**src/rtl/logic_unit_arbiter.sv**
```systemverilog
`timescale 1ns/1ps
`default_nettype none
// ============================================================================
// Module      : logic_unit_arbiter
// Description : Round-robin arbiter that shares one bitwise logic unit
//               (NOT/AND/OR/XOR) among N_REQ requesters. Optional per-requester
//               grant counters are enabled by defining ARB_STATS_EN.
// Revision    : 1.0  initial release
// ============================================================================
module logic_unit_arbiter #(
    parameter int N_REQ = 4,
    parameter int W     = 8
) (
    input  logic                 clk,
    input  logic                 rst,
    input  logic [N_REQ-1:0]     req,
    input  logic [2*N_REQ-1:0]   op,
    input  logic [W*N_REQ-1:0]   a,
    input  logic [W*N_REQ-1:0]   b,
    output logic [N_REQ-1:0]     gnt,
    output logic [N_REQ-1:0]     done,
    output logic [W-1:0]         result,
    output logic                 busy
`ifdef ARB_STATS_EN
    ,
    output logic [16*N_REQ-1:0]  grant_cnt
`endif
);

    localparam int IDXW = (N_REQ > 1) ? $clog2(N_REQ) : 1;

    typedef enum logic [1:0] {
        ST_IDLE = 2'd0,
        ST_EXEC = 2'd1,
        ST_DONE = 2'd2
    } state_t;

    state_t            r_state;
    state_t            w_state_nxt;
    logic [IDXW-1:0]   r_rr_ptr;
    logic [IDXW-1:0]   r_win;
    logic [IDXW-1:0]   w_win;
    logic [IDXW-1:0]   w_cand;
    logic [IDXW-1:0]   w_rr_nxt;
    logic              w_found;
    logic              w_capture;
    logic [1:0]        r_op;
    logic [W-1:0]      r_a;
    logic [W-1:0]      r_b;
    logic [1:0]        w_op_sel;
    logic [W-1:0]      w_a_sel;
    logic [W-1:0]      w_b_sel;
    logic [W-1:0]      w_alu;
    logic [N_REQ-1:0]  w_gnt_nxt;
    logic [N_REQ-1:0]  w_done_nxt;
    logic [W-1:0]      w_result_nxt;

    // First requester at or after the pointer, wrapping around, wins.
    always_comb begin
        w_found = 1'b0;
        w_win   = r_rr_ptr;
        w_cand  = r_rr_ptr;
        for (int k = 0; k < N_REQ; k++) begin
            w_cand = IDXW'((int'(r_rr_ptr) + k) % N_REQ);
            if (!w_found && req[w_cand]) begin
                w_found = 1'b1;
                w_win   = w_cand;
            end
        end
    end

    always_comb begin
        w_op_sel = '0;
        w_a_sel  = '0;
        w_b_sel  = '0;
        for (int i = 0; i < N_REQ; i++) begin
            if (w_win == IDXW'(i)) begin
                w_op_sel = op[2*i +: 2];
                w_a_sel  = a[W*i +: W];
                w_b_sel  = b[W*i +: W];
            end
        end
    end

    always_comb begin
        w_alu = '0;
        case (r_op)
            2'b00:   w_alu = ~r_a;
            2'b01:   w_alu = r_a & r_b;
            2'b10:   w_alu = r_a | r_b;
            default: w_alu = r_a ^ r_b;
        endcase
    end

    assign w_capture = (r_state == ST_IDLE) && w_found;

    always_comb begin
        w_state_nxt  = r_state;
        w_gnt_nxt    = gnt;
        w_done_nxt   = '0;
        w_result_nxt = result;
        w_rr_nxt     = r_rr_ptr;
        case (r_state)
            ST_IDLE: begin
                w_gnt_nxt = '0;
                if (w_found) begin
                    w_state_nxt = ST_EXEC;
                    w_gnt_nxt   = N_REQ'(1) << w_win;
                end
            end
            ST_EXEC: begin
                w_state_nxt  = ST_DONE;
                w_result_nxt = w_alu;
                w_done_nxt   = gnt;
            end
            ST_DONE: begin
                w_state_nxt = ST_IDLE;
                w_gnt_nxt   = '0;
                w_rr_nxt    = (r_win == IDXW'(N_REQ-1)) ? '0 : r_win + IDXW'(1);
            end
            default: begin
                w_state_nxt = ST_IDLE;
                w_gnt_nxt   = '0;
            end
        endcase
    end

    always_ff @(posedge clk) begin
        if (rst) begin
            r_state  <= ST_IDLE;
            r_rr_ptr <= '0;
            r_win    <= '0;
            r_op     <= '0;
            r_a      <= '0;
            r_b      <= '0;
            gnt      <= '0;
            done     <= '0;
            result   <= '0;
            busy     <= 1'b0;
        end else begin
            r_state  <= w_state_nxt;
            r_rr_ptr <= w_rr_nxt;
            gnt      <= w_gnt_nxt;
            done     <= w_done_nxt;
            result   <= w_result_nxt;
            busy     <= (w_state_nxt != ST_IDLE);
            // Operands are frozen at grant; later input changes are ignored.
            if (w_capture) begin
                r_win <= w_win;
                r_op  <= w_op_sel;
                r_a   <= w_a_sel;
                r_b   <= w_b_sel;
            end
        end
    end

`ifdef ARB_STATS_EN
    generate
        for (genvar gi = 0; gi < N_REQ; gi++) begin : g_cnt
            logic [15:0] r_cnt;
            always_ff @(posedge clk) begin
                if (rst) begin
                    r_cnt <= '0;
                end else if ((r_state == ST_DONE) && (r_win == IDXW'(gi)) && (r_cnt != 16'hFFFF)) begin
                    r_cnt <= r_cnt + 16'd1;
                end
            end
            assign grant_cnt[16*gi +: 16] = r_cnt;
        end
    endgenerate
`endif

endmodule
`default_nettype wire

```
**config.mk**
```make
export PLATFORM = sky130hd
export DESIGN_NAME = logic_unit_arbiter
export DESIGN_NICKNAME = d
export VERILOG_FILES = /design/src/rtl/logic_unit_arbiter.sv
export SDC_FILE = /design/constraint.sdc
export NUM_CORES = 1
export LEC_CHECK = 0
export CAP_MARGIN = 10
export CORE_MARGIN = 4
export CORE_UTILIZATION = 37
export CTS_CLUSTER_DIAMETER = 30
export DETAILED_ROUTE_END_ITERATION = 6
export GPL_TIMING_DRIVEN = 0
export PLACE_DENSITY = 0.74
export SLEW_MARGIN = 15
export SYNTH_ARGS = -nofsm -noshare
export SYNTH_HDL_FRONTEND = slang
export SYNTH_SLANG_ARGS = --single-unit
```
**constraint.sdc**
```tcl
create_clock -name clk -period 2.46 [get_ports clk]
set_clock_uncertainty 0.2 [all_clocks]
set_input_delay 0.492 -clock clk [delete_from_list [all_inputs] [get_ports clk]]
set_output_delay 0.492 -clock clk [all_outputs]
set_load 0.01 [all_outputs]
```
=== Yosys cells after proc, flatten, opt, wreduce, memory -nomap -nowiden ===
Cells that the tools add are included.
Widths: inputs -> output; s select.

* Add/sub/neg operators: 4
* Shifts and indexed selects: 1
* Mux-type cells: 33
* Equal/unequal tests: 8
* Reductions and logical operators: 12
* Bitwise operators: 5
* $lt $le $gt $ge: 4

{| class="wikitable"
|+ Operators with widths
! cell !! number
|-
| $mux 8 || 8
|-
| $pmux 8 s3 || 1
|-
| $mux 2 || 9
|-
| $lt 2x3->1 const B || 4
|-
| $eq 2x2->1 const B || 5
|-
| $and 8x8->8 || 1
|-
| $bmux 1 s2 || 4
|-
| $mux 1 || 8
|-
| $not 8->8 || 1
|-
| $or 8x8->8 || 1
|-
| $pmux 4 s2 || 1
|-
| $xor 8x8->8 || 1
|-
| $eq 2x1->1 const B || 3
|-
| $logic_not 2->1 || 3
|-
| $add 2x1->2 const B || 2
|-
| $add 2x2->2 const B || 2
|-
| $logic_and 1x1->1 || 4
|-
| $mux 4 || 1
|-
| $pmux 2 s2 || 1
|-
| $shl 1x2->4 const A || 1
|-
| $logic_not 1->1 || 3
|-
| $reduce_bool 2->1 || 1
|-
| $reduce_or 2->1 || 1
|-
| $not 1->1 || 1
|}

* Output and inout bits: 17
* Word-level logic and storage cells: 77
* Input bits: 78
* Bits in registers: 41

=== Depth between registers and ports, before layout ===
* Depth after elaboration: 17
* Gate-level depth with buffers: 7
* Depth with buffers taken out: 6

=== Least setup slack after synthesis ===
Ideal clock, no wire load.

* Path kind: input -> register
* Start point: input req[0]
* End point: register r_a[0]
* Stages: 7
* Arrival: 1,573 ps
* Path slack: 559 ps
* Setup time: 128 ps
* Required time: 2,132 ps
* Path buffers: 2
* Cells stage by stage: nor2b_2 > o21bai_2 > o211a_4 > buf_8 > buf_12 > mux2i_1 > o221ai_2

* Word-level cells in the longest chain between the ends: 17
* Elaborated cells between the ends (all ways): 30
* Classes of those cells: 3 x eq/ne; 19 x mux; 8 x reduce/logical

{| class="wikitable"
|+ RTL lines
! element !! line !! source
|-
| from (decl) || 16 || <nowiki>input logic [N_REQ-1:0] req,</nowiki>
|-
| $bmux 1 s2 || 65 || <nowiki>if (!w_found && req[w_cand]) begin</nowiki>
|-
| $mux 1 (implied by the code) || 65 ||
|-
| $mux 1 || 65 ||
|-
| $logic_not 1->1 || 65 ||
|-
| $logic_and 1x1->1 || 65 ||
|-
| $mux 1 || 65 ||
|-
| $logic_not 1->1 || 65 ||
|-
| $logic_and 1x1->1 || 65 ||
|-
| $mux 1 || 65 ||
|-
| $logic_not 1->1 || 65 ||
|-
| $logic_and 1x1->1 || 65 ||
|-
| $mux 2 || 65 ||
|-
| $logic_not 2->1 || 77 || <nowiki>if (w_win == IDXW'(i)) begin</nowiki>
|-
| $mux 8 (4 in a row) || 77 ||
|-
| to (signal assigned) || 151 || <nowiki>r_a <= w_a_sel;</nowiki>
|-
| to (decl) || 48 || <nowiki>logic [W-1:0] r_a;</nowiki>
|}

Parallel ways exist; a longest one is shown, timed or not. The select of a mux whose other input is x is not followed.
A chain may end at the register's enable or synchronous reset.

=== Worst setup path after layout ===
* Start point: input req[3]
* End point: register r_b[7]

* Word-level cells in the longest chain between the ends: 17
* Elaborated cells between the ends (all ways): 30
* Classes of those cells: 3 x eq/ne; 19 x mux; 8 x reduce/logical

{| class="wikitable"
|+ RTL lines
! element !! line !! source
|-
| $bmux 1 s2 || 65 ||
|-
| $mux 1 (implied by the code) || 65 ||
|-
| $mux 1 || 65 ||
|-
| $logic_not 1->1 || 65 ||
|-
| $logic_and 1x1->1 || 65 ||
|-
| $mux 1 || 65 ||
|-
| $logic_not 1->1 || 65 ||
|-
| $logic_and 1x1->1 || 65 ||
|-
| $mux 1 || 65 ||
|-
| $logic_not 1->1 || 65 ||
|-
| $logic_and 1x1->1 || 65 ||
|-
| $mux 2 || 65 ||
|-
| $logic_not 2->1 || 77 ||
|-
| $mux 8 (4 in a row) || 77 ||
|-
| to (signal assigned) || 152 || <nowiki>r_b <= w_b_sel;</nowiki>
|-
| to (decl) || 49 || <nowiki>logic [W-1:0] r_b;</nowiki>
|}

Parallel ways exist; a longest one is shown, timed or not. The select of a mux whose other input is x is not followed.

==> metrics <==
Global Route Usage Sum=between 10% and 20%; Synth Register Bits=41; setup_tns=0 ns; CP bufs+invs=2; # clock sinks=between 40 and 50; clock tree buffer depth=2; Slowest-stage cell, CP=clkdlybuf4s50_1; HPWL Detailed=between 4000 and 5000 µm; gp weighted congestion=between 0.7 and 0.8; DR vias=2,044; minimum clock period=between 2 and 2.5 ns; total power=about 1.9 mW; Die W=89.7 µm; Total Routed Length=just over 6000 µm; die area=8040 µm²; first-pass GRT wire length=around 9900 µm; Congestion Overflow GR=0; synthesized area per cell=around 11 µm²; Worst Max-Slew Pin Slew=roughly 0.51 ns; final hold viol count=0; CP peak stage delay=~0.54 ns; row cnt=29; post-synth top area cell=dfxtp_1; Final nets=431; non-filler cells, final=roughly 410; # hold bufs at CTS=0; Initial Util=38.4%; Final Max Slew Viols=0; outcome=finished, final reports clean; Hold WC Path Type=flop to flop; post-synthesis cell area=between 2000 and 2500 µm²; synth warn=0; layout cells sized above 1=approximately 14%; commonest non-fill, non-tap cells in the layout=94 x clkdlybuf4s50_1, 47 x mux2i_1, 41 x dfxtp_1; final setup margin=0.126 ns; # setup viols final=0; ys flop type=dfxtp_1; Cells after DPL=approximately 410; Post-Synthesis Cells=235; Post-synth ARST share=0%; Startpoint Class=input pin; root buf cell=clkbuf_8; vias in the first global route=roughly 2,100; critical path peak fanout=10; CTS tree=yes; Synth cell types=31; largest net degree at the start of global routing=14; RR Startpoint=r_rr_ptr[1]; H-tree levels=2; CP Data Required Time=roughly 2.4 ns; CORE AREA=6420 µm²; FF+latch area=~800 µm²; Top delay family on crit path=buffers and inverters; worst skew pair latency=0.29 ns; pre-CTS setup slack=-0.208 ns; I/O Pins=95; Worst-path clk slew=approximately 0.080 ns; total CTS buffers=5; DR WL/cell=between 10 and 15 µm; Max Cap Viol=0; Routed Antenna Nets=0; Multi-input gate area=roughly 1500 µm²; endpoint class of the critical path=flop; Leak=approximately 1.5 nW; most common cell after layout, fill and taps aside=clkdlybuf4s50_1; share of the synthesized area in the top cell type=about 33%; Relative slew margins=around two thirds; count of input and output buffers=94; Via density=4.94; Syn-to-layout area delta=45.8%; number of inserted diodes=0; Finished Cell Area=3600 µm²; syn nets=330; drt pass-1 iters=4; FMAX=428 MHz; maximum vdd drop=between 200 and 250 µV; fillers=slightly below 600; Crit Path Category=input pin to flop; crit-path cells=clkdlybuf4s50_1 -> o41ai_2 -> nor2_1 -> nand2_1 -> buf_2 -> o221ai_1; Post-DP Area=around 3500 µm²; Power Density=approximately 520 nW/µm²; Critical Path AT=2.30 ns; leading post-synthesis cells by cell area=dfxtp_1 33%, mux2i_1 19%, ha_1 8.6%, mux4_2 7.3%, o221ai_2 6.7%; register area share after synthesis=between 30 and 40%; drc violations=0; fin crit share=94.9%; DR iter-0 viols=between 40 and 50; Post-synth EDFFs=0; die height=89.7 µm; initial antenna violation count=0; min-delay src=gnt[2]; unrepaired setup endpoints after global routing=true; Worst setup startpoint=req[3]
-- per-stage QoR --
step	hold slack, ns	util, %
after CTS	0.297	55.9
after global placement	0.268	54.6
final	0.285	56.0
after floorplan	0.257	-
after detailed placement	0.268	54.6
after global routing	0.315	56.0
-- kinds of logic (layout without fill, tap and decap cells) --
| kind of cell | count (synthesis) | in the layout | share of synthesized area (%) |
|---|---|---|---|
| AOI/OAI and AO/OA | 32 | 32 | 14.1 |
| adders and majority gates | 17 | 17 | 8.62 |
| buffers and inverters | 39 | 141 | 8.31 |
| DFF | 41 | 41 | 33.2 |
| muxes | 55 | 55 | 26.4 |
| and+or+nand+nor | 51 | 51 | 9.33 |
-- where the power goes --
part	leakage (nW)	internal, mW	switching (mW)
logic	1.07	0.378	0.267
registers	0.337	0.736	0.0474
clock network	0.0439	0.196	0.241
total	1.45	1.31	0.555
-- area by class of cell --
class / count / share of cell area, %
buffer: 14 / 3.09
clock buffer: 5 / 1.91
clock inverter: 3 / 0.487
inverter: 25 / 2.61
multi-input combinational: 155 / 40.3
sequential: 41 / 22.8
tap: 77 / 2.68
timing repair buffer: 94 / 26.1
-- final timing paths --
| check | to | slack [ns] | depth (start not counted) |
|---|---|---|---|
| worst max-delay path | r_b[7] | 0.13 | 6 |
| worst min-delay path | done[2] | 0.29 | 1 |
| worst max register to register | r_b[6] | 0.52 | 7 |
| worst min register to register | done[2] | 0.29 | 1 |
-- cells in the mapped netlist, drive strengths merged, types with 2 or more instances --
| cell type | number |
|---|---|
| mux2i | 47 |
| dfxtp | 41 |
| inv | 25 |
| nand2 | 21 |
| o221ai | 18 |
| ha | 17 |
| nor2 | 15 |
| buf | 13 |
| mux4 | 8 |
| nor2b | 6 |
| o21bai | 5 |
| and2 | 4 |
| a21oi | 2 |
| nand2b | 2 |
| o21ai | 2 |
| o41ai | 2 |
-- flip-flops by register name, indices dropped and copies added (netlist names) --
name	flops
r_state	2
r_rr_ptr	2
busy	1
r_op	2
done	4
r_a	8
r_b	8
gnt	4
result	8
r_win	2
-- metal layers --
layer / vias to the layer above / track usage, % / part of all wire [%]
li1: 1026 / - / -
met1: 956 / 18.6 / 43
met2: 56 / 29.7 / 51
met3: 6 / 4.01 / 5.8
met4: 0 / 3.11 / 0.62
met5: - / 0 / 0
-- timing repair --
item / in CTS / in global routing
buffers inserted: 0 / 0
resized for setup: 0 / 1
setup endpoints to repair: 0 / 22
No activity file was read; power rests on OpenSTA's default activity.
